## config.mk

```make
export PLATFORM = sky130hd
export DESIGN_NAME = controller_sequencer
export DESIGN_NICKNAME = d
export VERILOG_FILES = /design/src/rtl/controller_sequencer.sv
export SDC_FILE = /design/constraint.sdc
export NUM_CORES = 1
export LEC_CHECK = 0
export ABC_AREA = 1
export CORE_MARGIN = 3
export CORE_UTILIZATION = 33
export DETAILED_ROUTE_END_ITERATION = 7
export GPL_ROUTABILITY_DRIVEN = 0
export GPL_TIMING_DRIVEN = 0
export PLACE_DENSITY = 0.73
export REMOVE_ABC_BUFFERS = 1
export SLEW_MARGIN = 30
export SYNTH_ARGS = -nofsm -noshare
export SYNTH_HDL_FRONTEND = slang
export SYNTH_SLANG_ARGS = --single-unit
```

## constraint.sdc

```tcl
create_clock -name clk -period 1.2 [get_ports clk]
set_input_delay 0.24 -clock clk [delete_from_list [all_inputs] [get_ports clk]]
set_output_delay 0.24 -clock clk [all_outputs]
set_load 0.05 [all_outputs]
```

## src/rtl/controller_sequencer.sv

```systemverilog
// controller_sequencer
//   SAP-1 control unit: six-state one-hot ring counter (T1..T6) plus an
//   opcode decoder producing the 12-bit control word each cycle.
//
//   Build option: define SAP1_HLT_EN to enable the HLT opcode (4'hF).
//   Without it, 4'hF decodes as NOP, hlt stays 0 and the ring never freezes.
//
//   Ports:
//     clk      in   system clock, rising-edge active
//     clr      in   asynchronous active-high reset
//     opcode   in   [3:0] instruction register bits [7:4], used in T4..T6
//     Cp Ep Lm Ce Li Ei La Ea Su Eu Lb Lo
//              out  active-high control word
//     hlt      out  halted flag
//     t_state  out  [5:0] one-hot ring state, bit 0 = T1 .. bit 5 = T6
module controller_sequencer (
    input  logic       clk,
    input  logic       clr,
    input  logic [3:0] opcode,
    output logic       Cp,
    output logic       Ep,
    output logic       Lm,
    output logic       Ce,
    output logic       Li,
    output logic       Ei,
    output logic       La,
    output logic       Ea,
    output logic       Su,
    output logic       Eu,
    output logic       Lb,
    output logic       Lo,
    output logic       hlt,
    output logic [5:0] t_state
);

    typedef enum logic [5:0] {
        T1 = 6'b000001,
        T2 = 6'b000010,
        T3 = 6'b000100,
        T4 = 6'b001000,
        T5 = 6'b010000,
        T6 = 6'b100000
    } ring_e;

    typedef enum logic [3:0] {
        OP_LDA = 4'h0,
        OP_ADD = 4'h1,
        OP_SUB = 4'h2,
        OP_OUT = 4'hE,
        OP_HLT = 4'hF
    } opcode_e;

    ring_e state_q, state_d;
    logic  hlt_q, hlt_d;
    logic  halt_op;

    always_comb begin
`ifdef SAP1_HLT_EN
        halt_op = (opcode == OP_HLT);
`else
        halt_op = 1'b0;
`endif
    end

    always_ff @(posedge clk or posedge clr) begin
        if (clr) begin
            state_q <= T1;
            hlt_q   <= 1'b0;
        end else begin
            state_q <= state_d;
            hlt_q   <= hlt_d;
        end
    end

    // Next state: ring advances each edge unless halted; HLT parks in T4.
    always_comb begin
        state_d = state_q;
        hlt_d   = hlt_q;
        if (!hlt_q) begin
            case (state_q)
                T1:      state_d = T2;
                T2:      state_d = T3;
                T3:      state_d = T4;
                T4: begin
                    if (halt_op) hlt_d = 1'b1;
                    else         state_d = T5;
                end
                T5:      state_d = T6;
                T6:      state_d = T1;
                default: state_d = T1;
            endcase
        end
    end

    // Control word decode. Gated by clr so outputs drop asynchronously
    // with reset even though the ring already sits in T1.
    always_comb begin
        Cp = 1'b0; Ep = 1'b0; Lm = 1'b0; Ce = 1'b0;
        Li = 1'b0; Ei = 1'b0; La = 1'b0; Ea = 1'b0;
        Su = 1'b0; Eu = 1'b0; Lb = 1'b0; Lo = 1'b0;
        if (!clr && !hlt_q) begin
            case (state_q)
                T1: begin Ep = 1'b1; Lm = 1'b1; end
                T2: begin Cp = 1'b1; end
                T3: begin Ce = 1'b1; Li = 1'b1; end
                T4: begin
                    case (opcode)
                        OP_LDA, OP_ADD, OP_SUB: begin Ei = 1'b1; Lm = 1'b1; end
                        OP_OUT:                 begin Ea = 1'b1; Lo = 1'b1; end
                        default: ;
                    endcase
                end
                T5: begin
                    case (opcode)
                        OP_LDA:         begin Ce = 1'b1; La = 1'b1; end
                        OP_ADD, OP_SUB: begin Ce = 1'b1; Lb = 1'b1; end
                        default: ;
                    endcase
                end
                T6: begin
                    case (opcode)
                        OP_ADD: begin Eu = 1'b1; La = 1'b1; end
                        OP_SUB: begin Eu = 1'b1; Su = 1'b1; La = 1'b1; end
                        default: ;
                    endcase
                end
                default: ;
            endcase
        end
    end

    assign t_state = state_q;
    assign hlt     = hlt_q;

endmodule

```

==> out/summary.txt, run 1 <==
Synth cell types: 17
DR DRC count: 0
Max Freq: 0.5845 GHz
status: complete, but fails checks
Synth Flop Type: dfrtp_1
I/O pin count: 25
antenna diode count: 0
Routed Wire Length: 1481 um
CP Class: flop to primary output
dpl cells: 108
row count: 13
Clock transition at path regs: 0.05 ns
clock sink count: 6
pre-CTS WS: -1.215 ns
global route overflow: 0
count leader, synth: inv_1
die area: 1941 um2
first-pass GRT wire length: 2214 um
final period utilization: 142.6%
Final min period: 1.711 ns
Finished Core Util: 70.36%
mapped cell area: 478.0 um2
Post-synth ARST share: 100.0%
Synth Register Bits: 6
Max-Cap Viols: 0
initial antenna violation count: 0
Die W: 44.06 um
critical path peak fanout: 4
Crit. End Element: primary output
Pre-Repair DR Iteration Count: 4
warning count from the yosys run: 0
fraction of layout cells with a size suffix above 1: 61.47%
final hold violations: 0
Worst VDD drop: 0.3439 mV
CTS tree: yes
Worst Hold Class: primary input to asynchronous set/reset pin
Most common cell on crit path: nor2_4
Inserted Clock Buffers: 3
Root Buffer: clkbuf_4
Largest register FFs: 6
CP Launch Type: flop
routed vias/inst: 4.790
Finished Layout Cells: 124
Worst path max stage delay: 0.42 ns
Setup Viol. Count Final: 16
leakage power: 0.4833 nW
Fin Clk Skew: 0.008794 ns
area share of the largest cell type after synthesis: 26.18%
Clk Latency, worst-skew pair: 0.25 ns
filler instances: 111
starting density of the core: 35.83%
Cell Chain, Critical Path: nor2_4, nand2_4, nor2_4, nand3_2, nor2_2, buf_6
core area: 1334 um2
Pins Over Slew Limit: 0
Mapped Avg Cell Area: 6.638 um2
Post-synth EDFFs: 0
DPL Wire Length: 904.1 um
hold_ws: 0.2519 ns
Die Y: 44.06 um
routed vias: 594
Critical Path AT: 1.47 ns
post-route setup slack: -0.5109 ns
fin nets: 116
total track usage: 15.43%
hold buffers post-CTS: 0
largest net degree at the start of global routing: 11
Critical Path RT: 0.96 ns
count of input and output buffers: 23
failing checks: setup timing
top cells by count, synth: inv_1 (16), nor2_1 (12), nand2_1 (11)
Post-Syn Instances: 72
synth top area cells: dfrtp_1 (26%), inv_1 (13%), nor2_1 (9.4%)
vias in the first global route: 584
RSZ-0062 raised after global routing: yes
pwr/cell area: 527.7 nW/um2
cell taking the most area after synthesis: dfrtp_1
Synth-to-Final Area Change: 96.34%
DRT iter0 DRCs: 6
CP max-delay cell: dfrtp_1
clock tree buffer depth: 2
WL/cell: 11.94 um
H-tree depth: 1
post-synthesis sequential area ratio: 31.68%
Antenna Nets Post-Route: 0
[cell type report]
cell class	instances	area [um2]	share of cell area (%)
repair buffers	35	340.3	36.27
multi-input cells	45	322.8	34.40
flip-flops and latches	6	156.4	16.67
inverters	19	73.82	7.867
clock buffers	4	26.28	2.800
well taps	15	18.77	2.000
[critical path, delay by kind of cell (launching register included)]
| family | cells | cell delay [ns] |
|---|---|---|
| buffers and inverters | 1 | 0.16 |
| flip-flops | 1 | 0.42 |
| AND/OR/NAND/NOR | 5 | 0.64 |
[layer usage]
layer	GRT usage (%)	vias to the layer above	routed length, um
met5	0	-	0
met3	0.4065	9	74
met1	14.94	272	483
li1	-	286	-
met4	10.84	0	90
met2	30.52	27	832
[layout by cell type (no fill, tap or decap)]
| master | instances |
|---|---|
| nand3_1 | 4 |
| dfstp_2 | 1 |
| buf_2 | 2 |
| dlygate4sd2_1 | 6 |
| dfrtp_2 | 4 |
| nor3_4 | 1 |
| nand3_2 | 5 |
| nand2_4 | 1 |
| nand2_2 | 1 |
| o21ai_2 | 1 |
| inv_4 | 1 |
| buf_8 | 3 |
| nand4_1 | 1 |
| nand3_4 | 1 |
| clkbuf_4 | 4 |
| inv_2 | 6 |
| inv_1 | 12 |
| clkbuf_1 | 1 |
| nor2_1 | 5 |
| dfrtp_1 | 1 |
| buf_6 | 14 |
| buf_4 | 9 |
| nand2_1 | 10 |
| o21ai_0 | 1 |
| conb_1 | 1 |
| nor2_2 | 5 |
| nor2_4 | 8 |
[kinds of logic after synthesis]
kind of cell           Yosys count  share of synthesized area, %
AND/OR/NAND/NOR                 42                         47.38
buffers and inverters           21                         18.06
flip-flops                       6                         31.68
AO/OA/AOI/OAI                    2                         2.092
other                            1                        0.7846
[metrics by stage]
stage | area, um2 | TNS [ns] | total power, mW
floorplan | 462.9 | -8.657 | 0.2466
global placement | 711.9 | -14.25 | 0.2779
detailed placement | 711.9 | -14.41 | 0.2789
CTS | 843.3 | -6.012 | 0.4874
global route | 938.4 | -6.507 | 0.5215
finish | 938.4 | -5.490 | 0.4952
[path summary, 6_finish.rpt]
check                                     start              endpoint  slack [ns]  cells past startpoint
max                        t_state[3]$_DFF_PP0_                    Lb       -0.51                      6
max reg2reg                t_state[0]$_DFF_PP1_  t_state[0]$_DFF_PP1_       -0.01                      6
min                                         clr  t_state[5]$_DFF_PP0_        0.25                      3
min in group clk           t_state[1]$_DFF_PP0_  t_state[1]$_DFF_PP0_        0.64                      3
max in group asynchronous                   clr  t_state[0]$_DFF_PP1_        0.76                      3
min reg2reg                t_state[1]$_DFF_PP0_  t_state[1]$_DFF_PP0_        0.64                      3
[timing repair]
| action | in CTS | in global routing |
|---|---|---|
| pin swaps | 13 | 7 |
| gates resized for setup | 131 | 24 |
| setup endpoints to repair | 18 | 18 |
| buffers inserted | 8 | 8 |
[where the power goes]
part / internal, mW / switching, mW
Sequential: 0.203 / 0
Combinational: 0.0320 / 0.0565
Clock: 0.126 / 0.0774
Total: 0.361 / 0.134
Power figures use the tool's default switching activity.
==> run 2: changes to the inputs <==
SETUP_SLACK_MARGIN = 0.3   (was default)
==> out/summary.txt, run 2 (synthesis gave the netlist of run 1 again) <==
failing checks: setup timing
largest net degree at the start of global routing: 11
fin nets: 121
Worst Hold Class: primary input to asynchronous set/reset pin
Worst VDD drop: 0.3711 mV
DRT iter0 DRCs: 0
Largest register FFs: 6
initial antenna violation count: 0
starting density of the core: 35.83%
RSZ-0062 raised after global routing: yes
Final Power: 0.4768 mW
Setup Viol. Count Final: 17
DR DRC count: 0
antenna diode count: 0
global route overflow: 0
critical path peak fanout: 4
Die W: 44.06 um
clock sink count: 6
Die Y: 44.06 um
vias in the first global route: 583
Fin Clk Skew: 0.006498 ns
CP Class: flop to primary output
die area: 1941 um2
first-pass GRT wire length: 2352 um
Slew @ Worst Pin: 0.5258 ns
routed vias/inst: 4.481
Critical Path RT: 0.96 ns
Clock transition at path regs: 0.05 ns
I/O pin count: 25
pre-CTS WS: -1.215 ns
row count: 13
Crit. End Element: primary output
Antenna Nets Post-Route: 0
Clk Latency, worst-skew pair: 0.24 ns
Root Buffer: clkbuf_4
Slew Limit Headroom: 65.08%
CTS tree: yes
fraction of layout cells with a size suffix above 1: 62.28%
total track usage: 16.36%
Final min period: 1.675 ns
placed cell areas: 711.9 um2
post-route setup slack: -0.4754 ns
Max-Cap Viols: 0
Max Freq: 0.5969 GHz
count of input and output buffers: 23
clock tree buffer depth: 2
final hold violations: 0
CP Launch Type: flop
Critical Path AT: 1.44 ns
Inserted Clock Buffers: 3
hold_ws: 0.1318 ns
Synth-to-Final Area Change: 115.4%
DPL Wire Length: 904.1 um
Pre-Repair DR Iteration Count: 1
Finished Core Util: 77.20%
routed vias: 578
core area: 1334 um2
Design Area, Final: 1030 um2
WL/cell: 11.88 um
final period utilization: 139.6%
Pins Over Slew Limit: 0
pwr/cell area: 463.0 nW/um2
H-tree depth: 1
leakage power: 0.5051 nW
Routed Wire Length: 1532 um
most frequent cells in the layout: buf_6 (20), inv_1 (12), nand2_1 (10)
status: complete, but fails checks
most common cell after layout, fill and taps aside: buf_6
## run 2: per-stage QoR
step           std cells  TNS [ns]
4_1_cts              120    -5.712
6_report             129    -5.938
3_5_place_dp         108    -14.41
2_1_floorplan         70    -8.657
5_1_grt              129    -7.228
3_3_place_gp         108    -14.25
## run 2: routing by layer
layer	GRT usage (%)	share of wire (%)	up-vias
met1	16.96	33	267
met2	32.27	62	16
met4	7.229	0.78	0
met5	0	0	-
met3	1.626	4.4	2
li1	-	-	293
## run 2: worst paths after layout
| kind | from | depth (start not counted) | slack [ns] | end |
|---|---|---|---|---|
| setup / recovery | t_state[3]$_DFF_PP0_ | 6 | -0.48 | Lb |
| min in group clk | t_state[1]$_DFF_PP0_ | 3 | 0.65 | t_state[3]$_DFF_PP0_ |
| setup reg to reg | t_state[0]$_DFF_PP1_ | 10 | -0.34 | t_state[0]$_DFF_PP1_ |
| max in group asynchronous | clr | 2 | 0.85 | t_state[0]$_DFF_PP1_ |
| hold / removal | clr | 2 | 0.13 | t_state[3]$_DFF_PP0_ |
| hold reg to reg | t_state[1]$_DFF_PP0_ | 3 | 0.65 | t_state[3]$_DFF_PP0_ |
## run 2: power by group
part	internal, mW	switching (mW)	leakage, nW	total, mW
sequential	0.203	0	0.0739	0.203
combinational	0.0241	0.0532	0.416	0.0773
clock	0.126	0.0708	0.0150	0.197
## run 2: area by class of cell
cell class / instances / area [um2]
Fill cell: 91 / 304.0
Inverter: 19 / 73.82
Sequential cell: 6 / 156.4
Clock buffer: 4 / 26.28
Timing Repair Buffer: 40 / 435.4
Multi-Input combinational cell: 45 / 319.1
Tap cell: 15 / 18.77
## run 2: repair_timing
| item | in CTS | in global routing |
|---|---|---|
| pin swaps | 14 | 7 |
| hold buffers | 0 | 0 |
| gates resized for setup | 147 | 25 |
| gates cloned | 0 | 0 |
| setup endpoints to repair | 23 | 24 |
| buffers inserted | 8 | 9 |
## run 2: critical path, stage by stage, from the launching register on
cell	delay, ns
dfrtp_1	0.42
nor2_4	0.18
nand2_4	0.09
nor2_4	0.11
nand3_2	0.09
nor2_2	0.13
buf_6	0.17
==> variant: new RTL, config.mk and constraints of run 1 <==
Build with the macro `SAP1_HLT_EN` defined.
--- a/src/rtl/controller_sequencer.sv
+++ b/src/rtl/controller_sequencer.sv
@@ -13,6 +13,8 @@
 //              out  active-high control word
 //     hlt      out  halted flag
 //     t_state  out  [5:0] one-hot ring state, bit 0 = T1 .. bit 5 = T6
+`define SAP1_HLT_EN
+
 module controller_sequencer (
     input  logic       clk,
     input  logic       clr,
Formal check against the unedited RTL: not equivalent (Yosys sat finds a counterexample within 10 cycles, from zero or initial values).
==> variant against run 1 <==
- the flow still finishes with violations (setup timing)
- setup slack worse by 0.066 ns
- critical path depth unchanged
- cell area up 20%
- via count up 18%
- critical path type unchanged
- sequential cell count up 1
- first-iteration DRC count rose to 2.7 times the old value
- area after synthesis up 6.5%
- core utilization up 12 points
- routed wire length up 31%
Power is not compared: it rests on default switching activity, and its combinational part moved more than twofold at a synthesized area within 25%.
==> variant: results (changes against run 1) <==
[worst_setup_path]
startpoint=t_state[1]$_DFFE_PP0P_
crit_end=Lm
r2r_cells=9  ; +3
path_delay_family=flip-flops
max_stage_delay_ns=0.45  ; +0.03 ns
rr_endpoint=t_state[0]$_DFFE_PP1P_
crit_fanout=5  ; +1
reg2reg_setup_slack_ns=-0.22  ; -0.21 ns
critPathSlowestCell=dfrtp_2
critPathArrivalTime_ns=1.54  ; +0.07 ns
r2r-start=t_state[0]$_DFFE_PP1P_

[timing]
setup_viol=21  ; +5
fin_ws_ns=-0.577  ; -0.0658 ns
fin_skew_ns=0.00161  ; -0.00718 ns
fin_setup_tns_ns=-7.30  ; -1.81 ns
hold_slack_ns=0.0954  ; -0.157 ns

[route]
wl_met3_um=172  ; +130%
wire_per_inst_um=14.5  ; +22%
wl_met1_um=714  ; +48%
routed_via_density=5.21  ; +8.7%
vias=698  ; +18%
wl_met2_mm=1.00  ; +20%
drt_iter0_drc=16  ; +10

[yosys]
synth.avg_cell_area_sq_um=6.88  ; +3.7%
postSynthCellCount=74  ; +2.8%
ys_seq_area_share_pct=34.6  ; +3.0 points

[final_layout]
stdcell_area_sq_um=1130  ; +20%
seq_cell_count=7  ; +1
clock_area_share_pct=2.33  ; -0.47 points
fillers=77  ; -31%
nets=126  ; +8.6%
buffers_excl_clock=42  ; +20%
multi_input_area_share_pct=40.0  ; +5.6 points
layout-drive-gt1-share_pct=65.5  ; +4.1 points
inverters_excl_clock=9  ; -10

[grt]
grt_util_met1_pct=20.6  ; +5.7 points
grtUsageMet3_pct=1.99  ; +1.6 points
grt_first_pass_wirelength_mm=2.70  ; +22%
grt_usage_pct=18.5  ; +3.0 points
use_met2_pct=33.1  ; +2.5 points

[clocking]
cts_resized=158  ; +21%
cts_setup_buffers=14  ; +6

[placement]
io_buffers=24  ; +4.3%
preCtsSetupSlack_ns=-1.19  ; +0.0287 ns
place_area_sq_um=749  ; +5.3%
post-place-cells=111  ; +2.8%

[outcome]
violations=setup timing
status=complete, but fails checks

==> variant: changes by cell type after synthesis, moves of 2 or more <==
| cell | delta |
|---|---|
| inv_2 | -3 |
| nor2_4 | -3 |
| inv_1 | -7 |
| o21ai_2 | +4 |
| nand4_1 | +2 |
| nand2_1 | +8 |
| nor2_1 | +5 |
| nand3_1 | -6 |
==> variant: cell families (layout without fill, tap and decap cells) <==
family / after synthesis / after routing / share of synthesized area, %
AND/OR/NAND/NOR: 49 / 50 / 45.0
buffers and inverters: 11 / 55 / 10.3
AO/OA/AOI/OAI: 7 / 7 / 10.1
flip-flops: 7 / 7 / 34.6
==> variant: power groups by stage <==
stage | logic [mW] | clock network (mW) | registers (mW)
2_1_floorplan | 0.00967 | 0 | 0.240
3_3_place_gp | 0.0307 | 0 | 0.240
3_5_place_dp | 0.0306 | 0 | 0.240
4_1_cts | 0.0321 | 0.217 | 0.237
5_1_grt | 0.0393 | 0.227 | 0.236
6_report | 0.0367 | 0.206 | 0.237
